<file path="src/rtl/serial_addsub_pkg.sv">
// Shared types and helpers for the digit-serial add/subtract/compare unit.
package serial_addsub_pkg;

  typedef enum logic [1:0] {
    IDLE = 2'd0,
    RUN  = 2'd1,
    DONE = 2'd2
  } state_t;

  // Width of the step counter; never narrower than one bit.
  function automatic int step_cnt_width(input int n_steps);
    int w;
    w = $clog2(n_steps);
    if (w < 1) begin
      return 1;
    end else begin
      return w;
    end
  endfunction

  // Compare flags {AequalB, AgreaterB, BgreaterA} derived from the
  // subtraction result; all zero for an addition.
  function automatic logic [2:0] cmp_flags(input logic m, input logic sgn,
                                           input logic c, input logic ovf,
                                           input logic msb, input logic z);
    logic lt;
    if (!m) begin
      return 3'b000;
    end else if (sgn) begin
      lt = msb ^ ovf;
      return {z, ~z & ~lt, lt};
    end else begin
      return {z, c & ~z, ~c};
    end
  endfunction

endpackage

</file>
<file path="src/rtl/addsub_digit.sv">
// Combinational DIGIT-bit ripple-carry slice; also exposes the carry into
// the slice's top bit so the caller can form signed overflow.
module addsub_digit #(
  parameter int DIGIT = 2
) (
  input  logic [DIGIT-1:0] a,
  input  logic [DIGIT-1:0] b,
  input  logic             cin,
  output logic [DIGIT-1:0] s,
  output logic             cout,
  output logic             c_msb_in
);

  logic carry_s;

  // Ripple through the slice; c_msb_in ends holding the carry into bit DIGIT-1.
  always_comb begin
    carry_s  = cin;
    c_msb_in = cin;
    s        = {DIGIT{1'b0}};
    for (int i = 0; i < DIGIT; i++) begin
      c_msb_in = carry_s;
      s[i]     = a[i] ^ b[i] ^ carry_s;
      carry_s  = (a[i] & b[i]) | (carry_s & (a[i] ^ b[i]));
    end
    cout = carry_s;
  end

endmodule

</file>
<file path="src/rtl/serial_addsub_cmp.sv">
// Digit-serial add/subtract with magnitude-compare flags. Operands are
// shifted right DIGIT bits per RUN cycle; result digits enter from the top,
// so after N_STEPS cycles the result register holds the full sum.
module serial_addsub_cmp
  import serial_addsub_pkg::*;
#(
  parameter int WIDTH = 8,
  parameter int DIGIT = 2
) (
  input  logic             inp_clk,
  input  logic             inp_rst_n,
  input  logic             inp_start,
  input  logic [WIDTH-1:0] inp_A,
  input  logic [WIDTH-1:0] inp_B,
  input  logic             inp_M,
  input  logic             inp_signed,
  output logic             out_busy,
  output logic             out_done,
  output logic [WIDTH-1:0] out_S,
  output logic             out_C,
  output logic             out_overflow,
  output logic             out_AequalB,
  output logic             out_AgreaterB,
  output logic             out_BgreaterA
);

  localparam int N_STEPS = WIDTH / DIGIT;
  localparam int SW      = step_cnt_width(N_STEPS);

  state_t           state_r;
  logic [WIDTH-1:0] a_r;
  logic [WIDTH-1:0] b_r;
  logic [WIDTH-1:0] res_r;
  logic             carry_r;
  logic             m_r;
  logic             sgn_r;
  logic [SW-1:0]    step_r;

  logic [DIGIT-1:0] dig_s;
  logic             cout_s;
  logic             cmsb_s;
  logic [WIDTH-1:0] res_next_s;
  logic             last_s;
  logic             ovf_s;
  logic             z_s;
  logic [2:0]       flags_s;

  addsub_digit #(.DIGIT(DIGIT)) u_digit (
    .a        (a_r[DIGIT-1:0]),
    .b        (b_r[DIGIT-1:0]),
    .cin      (carry_r),
    .s        (dig_s),
    .cout     (cout_s),
    .c_msb_in (cmsb_s)
  );

  // Next result value and final-step flags; only meaningful on the last step.
  always_comb begin
    res_next_s = (res_r >> DIGIT) | (WIDTH'(dig_s) << (WIDTH - DIGIT));
    last_s     = (step_r == SW'(N_STEPS - 1));
    ovf_s      = cout_s ^ cmsb_s;
    z_s        = (res_next_s == {WIDTH{1'b0}});
    flags_s    = cmp_flags(m_r, sgn_r, cout_s, ovf_s, res_next_s[WIDTH-1], z_s);
  end

  // Control FSM, operand shifting and registered outputs.
  always_ff @(posedge inp_clk or negedge inp_rst_n) begin
    if (!inp_rst_n) begin
      state_r       <= IDLE;
      a_r           <= {WIDTH{1'b0}};
      b_r           <= {WIDTH{1'b0}};
      res_r         <= {WIDTH{1'b0}};
      carry_r       <= 1'b0;
      m_r           <= 1'b0;
      sgn_r         <= 1'b0;
      step_r        <= {SW{1'b0}};
      out_busy      <= 1'b0;
      out_done      <= 1'b0;
      out_S         <= {WIDTH{1'b0}};
      out_C         <= 1'b0;
      out_overflow  <= 1'b0;
      out_AequalB   <= 1'b0;
      out_AgreaterB <= 1'b0;
      out_BgreaterA <= 1'b0;
    end else begin
      case (state_r)
        IDLE: begin
          out_done <= 1'b0;
          if (inp_start) begin
            a_r      <= inp_A;
            b_r      <= inp_B ^ {WIDTH{inp_M}};
            m_r      <= inp_M;
            sgn_r    <= inp_signed;
            carry_r  <= inp_M;
            step_r   <= {SW{1'b0}};
            res_r    <= {WIDTH{1'b0}};
            out_busy <= 1'b1;
            state_r  <= RUN;
          end else begin
            out_busy <= 1'b0;
          end
        end
        RUN: begin
          a_r     <= a_r >> DIGIT;
          b_r     <= b_r >> DIGIT;
          carry_r <= cout_s;
          res_r   <= res_next_s;
          step_r  <= step_r + SW'(1);
          if (last_s) begin
            out_busy      <= 1'b0;
            out_done      <= 1'b1;
            out_S         <= res_next_s;
            out_C         <= cout_s;
            out_overflow  <= ovf_s;
            out_AequalB   <= flags_s[2];
            out_AgreaterB <= flags_s[1];
            out_BgreaterA <= flags_s[0];
            state_r       <= DONE;
          end else begin
            out_busy <= 1'b1;
          end
        end
        DONE: begin
          out_done <= 1'b0;
          out_busy <= 1'b0;
          state_r  <= IDLE;
        end
        default: begin
          out_done <= 1'b0;
          out_busy <= 1'b0;
          state_r  <= IDLE;
        end
      endcase
    end
  end

endmodule

</file>
<file path="config.mk">
export PLATFORM = sky130hd
export DESIGN_NAME = serial_addsub_cmp
export DESIGN_NICKNAME = d
export VERILOG_FILES = /design/src/rtl/serial_addsub_pkg.sv /design/src/rtl/addsub_digit.sv /design/src/rtl/serial_addsub_cmp.sv
export SDC_FILE = /design/constraint.sdc
export NUM_CORES = 1
export LEC_CHECK = 0
export ABC_AREA = 1
export BUFFER_PORTS_ARGS = -buffer_cell sky130_fd_sc_hd__buf_2
export CORE_AREA = 4 4 72 74
export CTS_BUF_LIST = sky130_fd_sc_hd__clkbuf_8
export DETAILED_ROUTE_END_ITERATION = 7
export DIE_AREA = 0 0 76 78
export GPL_TIMING_DRIVEN = 0
export PLACE_DENSITY = 0.66
export RECOVER_POWER = 25
export SLEW_MARGIN = 20
export SYNTH_ARGS = -nofsm -noshare
export SYNTH_HDL_FRONTEND = slang
export SYNTH_SLANG_ARGS = --single-unit
</file>
<file path="constraint.sdc">
create_clock -name inp_clk -period 2.46 [get_ports inp_clk]
set_clock_uncertainty 0.05 [all_clocks]
set_input_delay 0 -clock inp_clk [delete_from_list [all_inputs] [get_ports inp_clk]]
set_output_delay 0 -clock inp_clk [all_outputs]
set_load 0.005 [all_outputs]
</file>
# --- Word-level counts from Yosys, hierarchy flattened ---
# Cells that the tools add are included.
totals:
  ff_bits: 46
  in_bits: 21
  out_inout_bits: 15
classes:
  add_sub_neg: 1
  n_eq_ne: 4
  n_mux: 20
  bitwise: 19
  n_reduce_logical: 7
ops:
  columns: ["operator", "count"]
  rows:
  - ["case mux 8 bit (2 select lines)", 3]
  - ["two-way mux 8 bit", 3]
  - ["logical NOT 8 bit", 1]
  - ["two-way mux 2 bit", 4]
  - ["bitwise OR 6 x 8 -> 8 bit", 1]
  - ["case mux 2 bit (2 select lines)", 2]
  - ["AND reduction 2 bit", 4]
  - ["bitwise XOR 8 bit", 1]
  - ["bitwise AND 1 bit", 6]
  - ["bitwise XOR 1 bit", 6]
  - ["two-way mux 1 bit", 5]
  - ["!= test 2 bit (second input constant)", 2]
  - ["case mux 1 bit (2 select lines)", 2]
  - ["two-way mux 3 bit", 1]
  - ["inverter 1 bit", 3]
  - ["adder 2 x 1 -> 2 bit (second input constant)", 1]
  - ["equality test 2 x 1 -> 1 bit (second input constant)", 1]
  - ["equality test 2 bit (second input constant)", 1]
  - ["logical NOT 2 bit", 1]
  - ["bitwise OR 1 bit", 2]
  - ["nonzero test 2 bit", 1]

# --- Logic depth before layout (Yosys ltp) ---
logic_depth:
  depth_word: 11
  depth_mapped: 9
  depth_no_buf: 9

# --- Cells and area by module ---
# A second synthesis with hierarchy kept.
unflattened:
  hier_cells: 200
  area_unflattened_um2: 1993.2
by_module_without_submodules:
  columns: ["mod", "instances", "cells_each", "area_each_um2", "seq_area_each_um2"]
  rows:
  - ["serial_addsub_cmp", 1, 198, 1953.1, 1101.1]
  - ["addsub_digit", 1, 2, 40.0, 0.0]

# --- Worst setup path after synthesis ---
# OpenSTA, ideal clock, no wires.
synth_path:
  path_type: "reg-to-reg"
  from: "register a_r[0]"
  to: "register out_AgreaterB"
  setup_time_ns: 0.116
  arrival_ns: 1.693
  setup_slack_ns: 0.600
  path_stages_with_launch: 9
  synth_period_minus_slack_ns: 1.860
  path_cell_list: "dfrtp_1 -> inv_1 -> fa_1 -> fa_1 -> nand2_1 -> nor2_1 -> nand2_1 -> nand2_1 -> nand2_1"
synth_between:
  elab_chain_cells: 11
  word_cells_on_any_way: 18
  classes_between: "mux (2); bitwise (15); reduce/logical (1)"
synth_lines:
  columns: ["element", "line", "source"]
  rows:
  - ["start, declared", "serial_addsub_cmp.sv:31", "logic [WIDTH-1:0] a_r;"]
  - ["start signal, assigned", "serial_addsub_cmp.sv:70", "a_r <= {WIDTH{1'b0}};"]
  - ["start signal, assigned", "serial_addsub_cmp.sv:90", "a_r <= inp_A;"]
  - ["start signal, assigned", "serial_addsub_cmp.sv:104", "a_r <= a_r >> DIGIT;"]
  - ["bitwise XOR 1 bit", "addsub_digit.sv:23, addsub_digit.sv:24", null]
  - ["bitwise AND 1 bit", "addsub_digit.sv:24", "carry_s = (a[i] & b[i]) | (carry_s & (a[i] ^ b[i]));"]
  - ["bitwise OR 1 bit", "addsub_digit.sv:24", null]
  - ["bitwise AND 1 bit", "addsub_digit.sv:24", null]
  - ["bitwise OR 1 bit", "addsub_digit.sv:24", null]
  - ["bitwise XOR 1 bit", "serial_addsub_cmp.sv:61", "ovf_s = cout_s ^ cmsb_s;"]
  - ["bitwise XOR 1 bit", "serial_addsub_pkg.sv:30", "lt = msb ^ ovf;"]
  - ["inverter 1 bit", "serial_addsub_pkg.sv:31", "return {z, ~z & ~lt, lt};"]
  - ["bitwise AND 1 bit", "serial_addsub_pkg.sv:31", null]
  - ["two-way mux 2 bit (*)", "serial_addsub_pkg.sv:29", "end else if (sgn) begin"]
  - ["two-way mux 3 bit (*)", "serial_addsub_pkg.sv:27", "if (!m) begin"]
  - ["end signal, assigned", "serial_addsub_cmp.sv:116", "out_AgreaterB <= flags_s[1];"]
  - ["end, declared", "serial_addsub_cmp.sv:23", "output logic out_AgreaterB,"]
# Every way passes the cells marked *; elsewhere a longest branch is shown, timed or not.
# A chain may end at the register's enable or synchronous reset.

# --- Worst setup path after layout ---
layout_path:
  from: "register a_r[0]"
  to: "register out_AequalB"
layout_between:
  elab_chain_cells: 7
  word_cells_on_any_way: 9
  classes_between: "mux (1); bitwise (7); reduce/logical (1)"
layout_lines:
  columns: ["element", "line", "source"]
  rows:
  - ["bitwise XOR 1 bit", "addsub_digit.sv:23, addsub_digit.sv:24", null]
  - ["bitwise AND 1 bit", "addsub_digit.sv:24", null]
  - ["bitwise OR 1 bit", "addsub_digit.sv:24", null]
  - ["bitwise XOR 1 bit", "addsub_digit.sv:23", "s[i] = a[i] ^ b[i] ^ carry_s;"]
  - ["bitwise OR 6 x 8 -> 8 bit (*)", "serial_addsub_cmp.sv:59", "res_next_s = (res_r >> DIGIT) | (WIDTH'(dig_s) << (WIDTH - DIGIT));"]
  - ["logical NOT 8 bit (*)", "serial_addsub_cmp.sv:62", "z_s = (res_next_s == {WIDTH{1'b0}});"]
  - ["two-way mux 3 bit (*)", "serial_addsub_pkg.sv:27", null]
  - ["end signal, assigned", "serial_addsub_cmp.sv:115", "out_AequalB <= flags_s[2];"]
  - ["end, declared", "serial_addsub_cmp.sv:22", "output logic out_AequalB,"]
# Marked as above.

==> flow_summary_export.csv <==
group,metric,value,unit
logic_synthesis,syn_area,1968,um2
critical_path,regToRegEndpoint,"out_AequalB",
critical_path,crit_path_max_incr_delay,0.61,ns
floorplanning,die_height,78,um
grt,grt_pass1_wl,7521,um
critical_path,critPathBufInv,2,
critical_path,crit_top_cell,"sky130_fd_sc_hd__nand2_1",
hold_path,timing.hold.worst.class,"input pin to flop",
cells_and_area,insertedDiodeCount,0,
logic_synthesis,postSynth.asyncResetShare,100.0,%
drt,top_signal_layer_used,"met4",
clocking,cts_inserted_buffers,5,
critical_path,cp-startpoint,"a_r[0]",
drt,met3_length,226,um
clocking,cts_root_buffer,"sky130_fd_sc_hd__clkbuf_8",
sta,min_period,2.025,ns
logic_synthesis,synth_seq_area_share,55.94,%
critical_path,reg2regPathDepth,9,
cells_and_area,drive_gt1_share,17.69,%
clocking,clk-insertion-delay-late,0.30,ns
drt,vias_per_cell,4.888,
logic_synthesis,yosysUniqueCellTypes,21,
clocking,max_root_sink_buffers,2,
grt,grt_overflow_total,0,
clocking,clock_tree_from_tritoncts,"yes",
drt,routed_wirelength,4204,um
clocking,clock_transition_at_path_regs,0.08,ns
clocking,cts_htree_levels,2,
placement,detailedPlace.worstSlack,0.4520,ns
logic_synthesis,syn_nets,242,
sta,hold_slack,0.07091,ns
logic_synthesis,syn_inst,217,
floorplanning,io-pin-count,36,
critical_path,crit_path_top_delay_cell,"sky130_fd_sc_hd__fa_1",
hold_path,holdPathStages,3,
clocking,postCtsResizedCells,0,
hold_path,hp-start,"inp_M",
power,power_density,1197,nW/um2
sta,timing.fmax,493.8,MHz
grt,global_route.usage.total,15.57,%
drt,wirelength_met1,1898,um
sta,slew-limit-headroom,28.48,%
sta,worst_tran_pin_value,1.073,ns
grt,grt_antenna_before_repair,0,
hold_path,worst_hold_path.endpoint,"m_r",
logic_synthesis,ys_dominant_reg_cell,"sky130_fd_sc_hd__dfrtp_1",
cells_and_area,layout.filler_cells,422,
critical_path,timing.critical_path.to_type,"flop",
cells_and_area,area_growth,27.27,%
critical_path,setup.worst_path.class,"flop to flop",
critical_path,worst-path-max-fanout,4,
logic_synthesis,number_of_register_bits_inferred_by_synthesis,44,
drt,detail_route.first_pass.iterations,4,
drt,num_vias,1618,
cells_and_area,final_common_cell,"sky130_fd_sc_hd__nand2_1",
floorplanning,initial_utilization,42.80,%
logic_synthesis,synth_edf_count,0,
sta,finalCritPeriodShare,82.32,%
critical_path,r2r_start,"a_r[0]",
sta,setup_total_negative_slack,0,ns
sta,report.final.hold_viol_count,0,
grt,grt_start_max_net_pins,45,
cells_and_area,fin_nets,301,
critical_path,crit_path_cell_trace,"inv_1 -> fa_1 -> fa_1 -> nand2_1 -> inv_1 -> nand2_1 -> nor2_1 -> nand2_1 -> nand2_1",
drt,drc_violations_left,0,
floorplanning,rows,25,
critical_path,path_delay_family,"adder cells",
placement,numPortBuffers,34,
logic_synthesis,synth_warnings,0,
cells_and_area,utilization,54.48,%
sta,finalMaxSlewViolations,0,
clocking,cts_sinks,44,
power,p_total,2.997,mW
drt,wl_met2,2028,um
drt,drtIter0Drc,135,
critical_path,crit_arrival,2.22,ns
placement,hpwlAfterDp,2823,um
sta,grt_setup_unrepaired,"false",
power,irDropWorstVdd,0.5103,mV
critical_path,critical_path.startpoint_type,"flop",
power,leakage_component_of_the_power,1.260,nW
clocking,post_cts_buffers,0,
job,cap_viol_max_count,0,
outcome,run_status,"finished clean",
logic_synthesis,average_footprint_of_a_synthesized_cell,9.070,um2
grt,first_global_vias,1626,
floorplanning,dieWidth,76,um
sta,report.final.setup_viol,0,
floorplanning,coreArea,4598,um2
sta,final_critical_path_setup_slack,0.4349,ns
drt,routed_wire_length_per_instance,12.70,um
placement,gp_congestion,0.7886,
critical_path,r2r_setup_slack,0.43,ns
floorplanning,dieArea,5928,um2
drt,ant_nets,0,
cells_and_area,layout.cells.most_common_list,"63 x sky130_fd_sc_hd__nand2_1, 44 x sky130_fd_sc_hd__dfrtp_1, 33 x sky130_fd_sc_hd__buf_2",
critical_path,cp.required,2.66,ns
[sequential cells by signal (all words and copies together) (netlist names), 2 cells and up]
signal and cells:
step_r 2, out_S 8, state_r 2, res_r 6, a_r 8, b_r 8
[worst min-delay path: cells and delay by family]
kind	cells	cell delay, ns
compound gates	1	0.07
simple gates	1	0.11
buf+inv	1	0.19
[area by class of cell]
type                    instances  area, um2  area share, %
well taps                      54      67.56          2.697
plain buffers                   9      48.80          1.948
clock buffers                   7      96.34          3.846
flip-flops and latches         44       1101          43.96
repair buffers                 52      342.8          13.69
clock inverters                 1      30.03          1.199
multi-input cells             144      743.2          29.67
inverters                      20      75.07          2.997
[routing by layer]
metal,track usage [%],vias to the layer above
met5,0,-
met4,5.338,0
met3,4.292,5
met2,26.03,47
met1,19.27,755
li1,-,811
[power breakdown]
group | internal, mW | switching, mW | total [mW]
Clock | 0.358 | 0.249 | 0.607
Combinational | 0.478 | 0.712 | 1.19
Sequential | 1.03 | 0.170 | 1.20
Total | 1.87 | 1.13 | 3.00
[stage by stage]
stage	std cells	instance area, um2
CTS	331	2512
global placement	305	2206
detailed placement	305	2206
floorplan	217	1968
global route	331	2505
finish	331	2505
[cell usage after synthesis, drive strengths merged (2+ instances only)]
| library cell | n | share of area, % |
|---|---|---|
| buf | 8 | 2.3 |
| dfrtp | 44 | 56 |
| fa | 3 | 3.1 |
| inv | 20 | 3.8 |
| nand2 | 64 | 12 |
| nand3 | 28 | 7.1 |
| nor2 | 12 | 3.1 |
| o211ai | 2 | 0.76 |
| o21ai | 17 | 4.3 |
| o22ai | 6 | 1.9 |
| xnor2 | 3 | 1.3 |
| xor2 | 6 | 2.7 |
[how the worst max path moves through the flow]
stage,endpoint,cells after the start
floorplan,out_AgreaterB,8
global placement,out_AequalB,9
detailed placement,out_AequalB,9
CTS,out_AequalB,9
global route,out_AequalB,9
finish,out_AequalB,9
[what timing repair did]
action,in CTS,in global routing
endpoints found under the setup margin,0,0
hold buffers,18,0
endpoints found under the hold margin,61,0
[kinds of logic (layout without fill, tap and decap cells)]
family | after synthesis | count (layout) | share of synthesized area, %
adders and majority gates | 4 | 4 | 3.687
buffers and inverters | 29 | 89 | 6.293
and+or+nand+nor | 105 | 105 | 22.82
AOI/OAI and AO/OA | 26 | 26 | 7.247
xor gates and xnor gates | 9 | 9 | 4.005
DFF | 44 | 44 | 55.94
(Power assumes the default switching activity.)
